==> config.mk <==
export PLATFORM = sky130hd
export DESIGN_NAME = player_motion_ctrl_flat
export DESIGN_NICKNAME = d
export VERILOG_FILES = /design/src/rtl/player_motion_if.sv /design/src/rtl/player_motion_ctrl.sv /design/src/flat_wrapper.sv
export SDC_FILE = /design/constraint.sdc
export NUM_CORES = 1
export LEC_CHECK = 0
export BUFFER_PORTS_ARGS = -buffer_cell sky130_fd_sc_hd__buf_4
export CELL_PAD_IN_SITES_DETAIL_PLACEMENT = 0
export CELL_PAD_IN_SITES_GLOBAL_PLACEMENT = 2
export CORE_MARGIN = 10
export CORE_UTILIZATION = 33
export CTS_BUF_LIST = sky130_fd_sc_hd__clkbuf_8
export CTS_CLUSTER_SIZE = 16
export DETAILED_ROUTE_END_ITERATION = 16
export PLACE_DENSITY = 0.79
export SLEW_MARGIN = 20
export SYNTH_ARGS = -nofsm -noshare
export SYNTH_HDL_FRONTEND = slang
export SYNTH_SLANG_ARGS = --single-unit
==> constraint.sdc <==
create_clock -name clk -period 3.2 [get_ports clk]
set_input_delay 0.48 -clock clk [delete_from_list [all_inputs] [get_ports clk]]
set_output_delay 0.48 -clock clk [all_outputs]
set_load 0.03 [all_outputs]
==> src/rtl/player_motion_if.sv <==
// Move-command handshake between a command source and player_motion_ctrl.
interface player_motion_if;
    logic       move_valid;
    logic       move_ready;
    logic [9:0] move_tx;
    logic [9:0] move_ty;

    modport master (
        output move_valid,
        output move_tx,
        output move_ty,
        input  move_ready
    );

    modport slave (
        input  move_valid,
        input  move_tx,
        input  move_ty,
        output move_ready
    );
endinterface

==> src/rtl/player_motion_ctrl.sv <==
// Player sprite position animator: steps toward a commanded target on frame ticks, X then Y.
// Optional hop animation on player_y is enabled by defining PLAYER_BOUNCE_EN.
module player_motion_ctrl #(
    parameter int SCREEN_W  = 640,
    parameter int SCREEN_H  = 480,
    parameter int SPRITE_SZ = 16,
    parameter int STEP_PX   = 4,
    parameter int INIT_X    = 0,
    parameter int INIT_Y    = 0
) (
    input  logic             clk,
    input  logic             reset,
    input  logic             frame_tick,
    input  logic             halt,
    player_motion_if.slave   mv,
    output logic [9:0]       player_x,
    output logic [9:0]       player_y,
    output logic             moving,
    output logic             arrived
);

    localparam logic [9:0]        X_LIM  = 10'(SCREEN_W - SPRITE_SZ);
    localparam logic [9:0]        Y_LIM  = 10'(SCREEN_H - SPRITE_SZ);
    localparam logic [9:0]        STEP_U = 10'(STEP_PX);
    localparam logic signed [10:0] STEP_P = 11'(STEP_PX);
    localparam logic signed [10:0] STEP_N = 11'(-STEP_PX);

    typedef enum logic [1:0] {
        ST_IDLE   = 2'd0,
        ST_MOVE_X = 2'd1,
        ST_MOVE_Y = 2'd2
    } state_t;

    state_t     state_q;
    logic [9:0] x_q, y_q, tx_q, ty_q;
    logic [9:0] x_d, y_d;
    logic       moving_q, arrived_q;

    // One frame's worth of motion; the last step lands exactly on the target.
    function automatic logic [9:0] step_toward(input logic [9:0] cur, input logic [9:0] tgt);
        logic signed [10:0] diff;
        diff = $signed({1'b0, tgt}) - $signed({1'b0, cur});
        if (diff > STEP_P) begin
            return cur + STEP_U;
        end else if (diff < STEP_N) begin
            return cur - STEP_U;
        end else begin
            return tgt;
        end
    endfunction

    // Candidate next positions for the current targets.
    always_comb begin
        x_d = step_toward(x_q, tx_q);
        y_d = step_toward(y_q, ty_q);
    end

    // Motion FSM; halt beats both frame_tick and a same-cycle command.
    always_ff @(posedge clk or posedge reset) begin
        if (reset) begin
            state_q   <= ST_IDLE;
            x_q       <= 10'(INIT_X);
            y_q       <= 10'(INIT_Y);
            tx_q      <= 10'(INIT_X);
            ty_q      <= 10'(INIT_Y);
            moving_q  <= 1'b0;
            arrived_q <= 1'b0;
        end else begin
            arrived_q <= 1'b0;
            case (state_q)
                ST_IDLE: begin
                    if (!halt && mv.move_valid) begin
                        tx_q     <= (mv.move_tx > X_LIM) ? X_LIM : mv.move_tx;
                        ty_q     <= (mv.move_ty > Y_LIM) ? Y_LIM : mv.move_ty;
                        state_q  <= ST_MOVE_X;
                        moving_q <= 1'b1;
                    end
                end
                ST_MOVE_X: begin
                    if (halt) begin
                        tx_q     <= x_q;
                        ty_q     <= y_q;
                        state_q  <= ST_IDLE;
                        moving_q <= 1'b0;
                    end else if (frame_tick) begin
                        if (x_q != tx_q) begin
                            x_q <= x_d;
                        end else begin
                            state_q <= ST_MOVE_Y;
                        end
                    end
                end
                ST_MOVE_Y: begin
                    if (halt) begin
                        tx_q     <= x_q;
                        ty_q     <= y_q;
                        state_q  <= ST_IDLE;
                        moving_q <= 1'b0;
                    end else if (frame_tick) begin
                        if (y_q != ty_q) begin
                            y_q <= y_d;
                        end else begin
                            state_q   <= ST_IDLE;
                            moving_q  <= 1'b0;
                            arrived_q <= 1'b1;
                        end
                    end
                end
                default: begin
                    state_q  <= ST_IDLE;
                    moving_q <= 1'b0;
                end
            endcase
        end
    end

    assign mv.move_ready = (state_q == ST_IDLE);
    assign player_x      = x_q;
    assign moving        = moving_q;
    assign arrived       = arrived_q;

`ifdef PLAYER_BOUNCE_EN
    logic [2:0] fcnt_q;

    // Free-running frame counter that phases the hop.
    always_ff @(posedge clk or posedge reset) begin
        if (reset) begin
            fcnt_q <= 3'd0;
        end else if (frame_tick) begin
            fcnt_q <= fcnt_q + 3'd1;
        end else begin
            fcnt_q <= fcnt_q;
        end
    end

    assign player_y = (moving_q && fcnt_q[2]) ? ((y_q < 10'd2) ? 10'd0 : (y_q - 10'd2)) : y_q;
`else
    assign player_y = y_q;
`endif

endmodule

==> src/flat_wrapper.sv <==
// flat-port wrapper written by rule: the top's interface ports become plain ports
module player_motion_ctrl_flat 
#(
    parameter int SCREEN_W  = 640,
    parameter int SCREEN_H  = 480,
    parameter int SPRITE_SZ = 16,
    parameter int STEP_PX   = 4,
    parameter int INIT_X    = 0,
    parameter int INIT_Y    = 0
)
  (clk, reset, frame_tick, halt, player_x, player_y, moving, arrived, mv_move_valid, mv_move_tx, mv_move_ty, mv_move_ready);
  player_motion_if mv_i ();
  input  logic clk;
  input  logic reset;
  input  logic frame_tick;
  input  logic halt;
  output logic [9:0] player_x;
  output logic [9:0] player_y;
  output logic moving;
  output logic arrived;
  input wire logic [$bits(mv_i.move_valid)-1:0] mv_move_valid;
  input wire logic [$bits(mv_i.move_tx)-1:0] mv_move_tx;
  input wire logic [$bits(mv_i.move_ty)-1:0] mv_move_ty;
  output wire logic [$bits(mv_i.move_ready)-1:0] mv_move_ready;
  assign mv_i.move_valid = mv_move_valid;
  assign mv_i.move_tx = mv_move_tx;
  assign mv_i.move_ty = mv_move_ty;
  assign mv_move_ready = mv_i.move_ready;
  player_motion_ctrl #(.SCREEN_W(SCREEN_W), .SCREEN_H(SCREEN_H), .SPRITE_SZ(SPRITE_SZ), .STEP_PX(STEP_PX), .INIT_X(INIT_X), .INIT_Y(INIT_Y)) u_core (.clk(clk), .reset(reset), .frame_tick(frame_tick), .halt(halt), .mv(mv_i), .player_x(player_x), .player_y(player_y), .moving(moving), .arrived(arrived));
endmodule
# Word-level counts from Yosys, hierarchy flattened
# Cells that the tools add are included.
word_totals:
  register_bits: 44
  elab_cells: 71
  inputBits: 25
  out_inout_bits: 23
classes:
  n_reduce_logical: 10
  addsub: 6
  bitwise: 1
  order_cmp: 6
  muxes: 30
  n_eq_ne: 11
op_table:
  columns: ["op", "n"]
  rows:
  - ["10-bit 2-to-1 mux", 10]
  - ["10-bit one-hot mux with 2 select lines", 2]
  - ["11-bit by 4-bit > comparator with 1-bit output (second input constant)", 2]
  - ["11-bit by 3-bit < comparator with 1-bit output (second input constant)", 2]
  - ["10-bit by 10-bit subtractor with 11-bit output", 2]
  - ["10-bit by 3-bit adder with 10-bit output (second input constant)", 2]
  - ["10-bit inequality test", 2]
  - ["10-bit by 3-bit subtractor with 10-bit output (second input constant)", 2]
  - ["2-bit 2-to-1 mux", 7]
  - ["3-bit inequality test (second input constant)", 4]
  - ["4-bit AND reduction", 3]
  - ["10-bit > comparator (second input constant)", 1]
  - ["10-bit by 9-bit > comparator with 1-bit output (second input constant)", 1]
  - ["1-bit 2-to-1 mux", 9]
  - ["2-bit one-hot mux with 3 select lines", 1]
  - ["5-bit AND reduction", 1]
  - ["2-bit by 1-bit inequality test with 1-bit output (second input constant)", 2]
  - ["1-bit one-hot mux with 3 select lines", 1]
  - ["3-bit AND reduction", 1]
  - ["2-bit by 1-bit equality test with 1-bit output (second input constant)", 1]
  - ["2-bit equality test (second input constant)", 1]
  - ["2-bit zero test", 1]
  - ["2-bit inequality test (second input constant)", 1]
  - ["2-bit nonzero test", 1]
  - ["other kinds (4)", 4]

# Longest topological paths before layout
# Gate-level depths: netlist (run 1).
logic_depth:
  word_depth: 5
  depth_mapped: 13
  depth_no_buf: 12

# Worst setup path after synthesis (run 1)
# No wires, ideal clock.
synth_path:
  path_type: "register to register"
  startpoint: "register u_core.y_q[2] (netlist: u_core.player_y[2])"
  endpoint: "register u_core.y_q[0] (netlist: u_core.player_y[0])"
  path_slack_ps: -70
  stages_incl_launch_ff: 12
  period_less_slack_ps: 3270
  setup_ps: 128
  path_buffers: 1
  t_arrival_ps: 3143
  required_time_ps: 3072
  cell_sequence: "dfrtp_1 > inv_1 > ha_1 > buf_2 > o211ai_2 > a21oi_1 > or3_1 > a211o_1 > o41ai_4 > nand2_1 > nor2_1 > mux2_1"
synth_between:
  elab_chain_cells: 4
  word_cells_on_any_way: 7
  classes_between: "add/sub: 1; order compare: 2; eq/ne: 1; mux: 2; reduce/logical: 1"
synth_rtl:
  columns: ["element", "line_no", "source"]
  rows:
  - ["start: declaration", "player_motion_ctrl.sv:35", "logic [9:0] x_q, y_q, tx_q, ty_q;"]
  - ["start signal: assignment", "player_motion_ctrl.sv:63", "y_q <= 10'(INIT_Y);"]
  - ["start signal: assignment", "player_motion_ctrl.sv:101", "y_q <= y_d;"]
  - ["10-bit by 10-bit subtractor with 11-bit output", "player_motion_ctrl.sv:42", "diff = $signed({1'b0, tgt}) - $signed({1'b0, cur});"]
  - ["11-bit by 3-bit < comparator with 1-bit output", "player_motion_ctrl.sv:45", "end else if (diff < STEP_N) begin"]
  - ["10-bit 2-to-1 mux", "player_motion_ctrl.sv:45", null]
  - ["10-bit 2-to-1 mux", "player_motion_ctrl.sv:43", "if (diff > STEP_P) begin"]
# Parallel ways exist; a longest one is shown, timed or not.
# A chain may end at the register's enable or synchronous reset.

# Worst setup path after layout (run 1)
layout_path:
  startpoint: "register u_core.y_q[7] (netlist: u_core.player_y[7])"
  endpoint: "register u_core.y_q[5] (netlist: u_core.player_y[5])"
# Same word-level chain as after synthesis.

==> results_dict.tcl, run 1 <==
set metrics [dict create \
    die_h_um 130 \
    yosysWarnings 0 \
    r2r_start "u_core.player_y[7]" \
    cts_buffer_depth 2 \
    relSlewSlack 0.441 \
    grt_first_pass_wirelength_um 20800 \
    worst_setup_path_start_kind "flop" \
    dr.pass1.iters 5 \
    clock-sinks 44 \
    fin_crit_sh 0.951 \
    utilization 0.405 \
    cpMaxStageDelayCell "or4_1" \
    yosys_most_used_dff "dfrtp_1" \
    final_common_cell "buf_4" \
    cp-end-kind "flop" \
    cts_hold_buf 0 \
    drt_iter0_markers 267 \
    grt_pass1_vias 4078 \
    regArea_um2 1100 \
    grt_use_total 0.151 \
    diodes 0 \
    syn_inst 498 \
    boundaryPins 48 \
    routed_wl_um 12700 \
    status "complete, no violations" \
    final_area_um2 4830 \
    final.setup.tns_ns 0 \
    tightest_slew_ns 0.839 \
    skew_ns 0.00817 \
    place_ws_ns 0.0527 \
    multi_input_area_um2 2650 \
    worstSetupPathType "reg2reg" \
    place_area_um2 4660 \
    grt_max_degree 45 \
    cts_tree "done" \
    overflow 0 \
    crit_path_cell_trace "inv_1, ha_1, a21o_1, a31o_1, or4_1, nand4_1, a41o_1, buf_12, nand3_1, a21o_1, a221oi_2" \
    dp_hpwl_um 9850 \
    cp_max_fo 19 \
    ys_seq_area_frac 0.277 \
    die_w_um 130 \
    clockRootBuffer "clkbuf_8" \
    min_period_ns 3.04 \
    finalHoldViolCount 0 \
    worst_ep_arrival_time_ns 3.27 \
    worst_slack_ns 0.157 \
    syn-num-nets 552 \
    clkLatencyLatePin_ns 0.31 \
    antenna_found_initial 0 \
    slowest_delay_ns 0.48 \
    hold_class "in2async" \
    fillCellCount 1259 \
    synth-edff-count 0 \
    crit_top_cell "a21o_1" \
    worst-r2r-setup-slack_ns 0.16 \
    vias_per_cell 5.64 \
    syn_area_um2 3970 \
    vias 4012 \
    ctsHtreeMaxLevel 2 \
    synth.distinct_cells 69 \
    wl_per_cell_um 17.9 \
    setup_violations 0 \
    place_congestion 0.915 \
    async_flop_share 1.00 \
    finalMaxSlewViolations 0 \
    r2r_end "u_core.player_y[5]" \
    route.detailed.drc 0 \
    initial_core_util 0.334 \
    crit_required_ns 3.42 \
    area_growth_pct 21.5 \
    synth_seq_cells 44 \
    final_cell_mix "81 x buf_4, 45 x nor2_1, 41 x inv_1, 41 x a21oi_1, 41 x dfrtp_1" \
    drive_gt1_frac 0.202 \
    fmax_ghz 0.329 \
    rr_worst_depth 11 \
    port_buffers 47 \
    cts_made_buffers 5 \
    antenna_left 0 \
    layout.nets 617 \
    synth.avg_cell_area_um2 7.98 \
    core_area_um2 11900 \
    die_area_um2 16800 \
    placementRows 40 \
    cap_violations 0 \
    path_clk_slew_ns 0.09 \
]
## synth_stat cells, drive strengths merged, types with 3 or more instances
master | number | area (um^2)
o211ai | 5 | 42.5
mux2 | 11 | 124
nand4 | 9 | 56.3
mux2i | 3 | 30.0
nand2 | 24 | 90.1
nor2 | 46 | 175
clkbuf | 19 | 71.3
nor2b | 5 | 31.3
inv | 42 | 158
a221oi | 3 | 32.5
o221ai | 3 | 26.3
o22ai | 16 | 100
a211o | 3 | 26.3
buf | 6 | 36.3
o2111ai | 4 | 35.0
a22oi | 12 | 90.1
nor3b | 3 | 22.5
nand3b | 6 | 45.0
nand2b | 12 | 75.1
nor3 | 20 | 100
and3 | 7 | 43.8
dfrtp | 44 | 1100
a22o | 3 | 26.3
o21ai | 22 | 110
ha | 27 | 338
or2 | 3 | 18.8
a21o | 7 | 52.6
or3 | 3 | 18.8
nand3 | 30 | 150
o21a | 3 | 22.5
a21oi | 43 | 219
a211oi | 7 | 52.6
xnor2 | 9 | 78.8
## worst max-delay path, delay by kind of cell, from the launching register on
family	cells	cell delay, ns
flops	1	0.46
buf+inv	2	0.34
compound gates	5	1.15
simple gates	3	0.74
fa+ha+maj	1	0.28
## layout make-up
cell class	count	area share
Clock buffer	6	0.0171
Clock inverter	2	0.00207
Inverter	42	0.0329
Multi-Input combinational cell	387	0.548
Sequential cell	44	0.229
Tap cell	147	0.0381
Timing Repair Buffer	83	0.132
## registers in the layout, summed over array words and instances, names as in the netlist
register	cells
u_core.player_x	10
u_core.player_y	10
u_core.tx_q	10
u_core.ty_q	10
u_core.state_q	2
u_core.arrived	1
u_core.moving	1
## what timing repair did
action / 4_1_cts / 5_1_grt
setup endpoints to repair: 0 / 18
resized for setup: 0 / 10
setup buffers: 0 / 4
## per-layer routing
| layer | global-route usage | part of all wire |
|---|---|---|
| met1 | 0.189 | 0.45 |
| met4 | 0.0357 | 0.012 |
| met2 | 0.266 | 0.50 |
| met3 | 0.0239 | 0.043 |
| met5 | 0 | 0 |
## worst max-delay path by stage
stage,to,startpoint,slack [ns]
3_5_place_dp,u_core.player_x[1],u_core.tx_q[0],0.05
3_3_place_gp,u_core.player_y[6],u_core.player_y[7],0.14
4_1_cts,u_core.player_x[1],u_core.tx_q[0],0.04
6_report,u_core.player_y[5],u_core.player_y[7],0.16
5_1_grt,u_core.player_y[5],u_core.ty_q[0],-0.01
2_1_floorplan,u_core.player_y[0],u_core.player_y[7],0.01
## metrics by stage
stage / hold WS, ns / instances
5_1_grt: 0.363 / 711
3_3_place_gp: 0.495 / 699
6_report: 0.296 / 711
2_1_floorplan: 0.481 / 498
3_5_place_dp: 0.502 / 699
4_1_cts: 0.447 / 707
## cells by family after synthesis
kind of cell,after synthesis,share of synthesized area
AND/OR/NAND/NOR,178,0.227
AO/OA/AOI/OAI,155,0.271
buffers and inverters,67,0.0667
flip-flops,44,0.277
adder cells (fa/ha/maj),29,0.0951
multiplexers,14,0.0387
XOR/XNOR,11,0.0242
Power of run 1 is not shown: default switching activity piles up to over one toggle a cycle in this logic, so the estimate is an artifact.
==> inputs of run 2 (changes only) <==
--- a/config.mk
+++ b/config.mk
@@ -9,11 +9,11 @@
 export CELL_PAD_IN_SITES_DETAIL_PLACEMENT = 0
 export CELL_PAD_IN_SITES_GLOBAL_PLACEMENT = 2
 export CORE_MARGIN = 10
-export CORE_UTILIZATION = 33
-export CTS_BUF_LIST = sky130_fd_sc_hd__clkbuf_8
+export CORE_UTILIZATION = 32
+export CTS_BUF_LIST = sky130_fd_sc_hd__clkbuf_4 sky130_fd_sc_hd__clkbuf_8 sky130_fd_sc_hd__clkbuf_16
 export CTS_CLUSTER_SIZE = 16
 export DETAILED_ROUTE_END_ITERATION = 16
-export PLACE_DENSITY = 0.79
+export PLACE_DENSITY = 0.77
 export SLEW_MARGIN = 20
 export SYNTH_ARGS = -nofsm -noshare
 export SYNTH_HDL_FRONTEND = slang
==> run 2 against run 1 <==
Net effect: via count rose by 1.1%; flip-flop and latch count unchanged; final area up 3.5%; first-iteration DRC count shrank 2.6%; critical path type unchanged.
==> results_dict.tcl, run 2 (synthesized netlist as in run 1, its figures left out) <==
set metrics [dict create \
    routed_wl_um 13000 \
    cts_hold_buf 0 \
    skew_ns 0.00780 \
    cts_made_buffers 5 \
    worst_setup_path_start_kind "flop" \
    fin_crit_sh 0.954 \
    cpMaxStageDelayCell "or3_4" \
    clkLatencyLatePin_ns 0.29 \
    cp_max_fo 3 \
    vias_per_cell 5.50 \
    drive_gt1_frac 0.213 \
    fmax_ghz 0.328 \
    initial_core_util 0.329 \
    dp_hpwl_um 10200 \
    worst_ep_arrival_time_ns 3.22 \
    slowest_delay_ns 0.40 \
    rsz0062_at_grt "true" \
    crit_top_cell "inv_1" \
    die_area_um2 17300 \
    min_period_ns 3.05 \
    cap_violations 0 \
    path_clk_slew_ns 0.07 \
    ctsHtreeMaxLevel 2 \
    worstSetupPathType "reg2reg" \
    layout.nets 623 \
    grt_first_pass_wirelength_um 21300 \
    vias 4057 \
    finalHoldViolCount 0 \
    area_growth_pct 25.7 \
    cts_tree "done" \
    relSlewSlack 0.453 \
    grt_use_total 0.146 \
    boundaryPins 48 \
    diodes 0 \
    tightest_slew_ns 0.819 \
    hold_class "in2async" \
    crit_path_cell_trace "inv_1, ha_1, inv_1, fa_2, a211oi_2, nor2_1, xnor2_1, o2111ai_1, or3_4, o21ai_2, nand3_1, mux2_1" \
    place_congestion 0.895 \
    placementRows 40 \
    finalMaxSlewViolations 0 \
    grt_pass1_vias 4073 \
    clock-sinks 44 \
    setup_violations 0 \
    status "complete, no violations" \
    wl_per_cell_um 17.6 \
    antenna_left 0 \
    cp-end-kind "flop" \
    dr.pass1.iters 5 \
    drt_iter0_markers 260 \
    route.detailed.drc 0 \
    cts_buffer_depth 2 \
    core_area_um2 12100 \
    die_w_um 131 \
    crit_required_ns 3.37 \
    clockRootBuffer "clkbuf_16" \
    final_cell_mix "86 x buf_4, 44 x nor2_1, 42 x a21oi_1, 42 x dfrtp_1, 41 x inv_1" \
    overflow 0 \
    grt_max_degree 45 \
    port_buffers 47 \
    die_h_um 131 \
    rr_worst_depth 12 \
    hold-worst-slack_ns 0.325 \
    antenna_found_initial 0 \
    final_common_cell "buf_4" \
]
-- run 2: area by class of cell --
class	count	area [um^2]
Clock inverter	2	60.1
Inverter	42	159
Tap cell	168	210
Multi-Input combinational cell	387	2650
Clock buffer	5	125
Sequential cell	44	1100
Fill cell	1242	7070
Timing Repair Buffer	89	688
-- run 2: repair_timing --
action,in CTS,in global routing
setup endpoints to repair,0,17
resized for setup,0,12
setup buffers,0,5
-- run 2: path summary, 6_finish.rpt --
path                           startpoint                  to  slack, ns
min                                 reset      u_core.tx_q[8]       0.32
max in group asynchronous           reset  u_core.player_y[2]       2.33
min reg2reg                 u_core.moving       u_core.moving       0.52
min in group clk               frame_tick      u_core.arrived       0.48
max reg2reg                u_core.tx_q[0]  u_core.player_x[0]       0.15
max                        u_core.tx_q[0]  u_core.player_x[0]       0.15
-- run 2: through the flow --
stage / util / setup WS (ns) / std cells / TNS, ns / area, um^2
3_5_place_dp: 0.391 / 0.0766 / 724 / 0 / 4720
3_3_place_gp: 0.391 / 0.150 / 724 / 0 / 4720
6_report: 0.414 / 0.147 / 737 / 0 / 5000
5_1_grt: 0.414 / -0.0374 / 737 / -0.151 / 5000
2_1_floorplan: - / 0.0109 / 498 / 0 / 3980
4_1_cts: 0.407 / 0.0666 / 731 / 0 / 4910
-- run 2: worst max-delay path, delay by kind of cell, from the launching register on --
kind                     cells  cell delay [ns]
AO/OA/AOI/OAI                3             0.64
XOR/XNOR                     1             0.23
adder cells (fa/ha/maj)      2             0.50
buffers and inverters        2             0.12
flip-flops                   1             0.39
multiplexers                 1             0.39
AND/OR/NAND/NOR              3             0.67
-- run 2: layer usage --
layer	wire [um]	share of wire	global-route usage	up-vias
met4	207	0.016	0.0371	0
met3	472	0.036	0.0248	19
met2	6590	0.51	0.257	87
met5	0	0	0	-
li1	-	-	-	1984
met1	5700	0.44	0.180	1967
Power of run 2 is left out for the same reason.
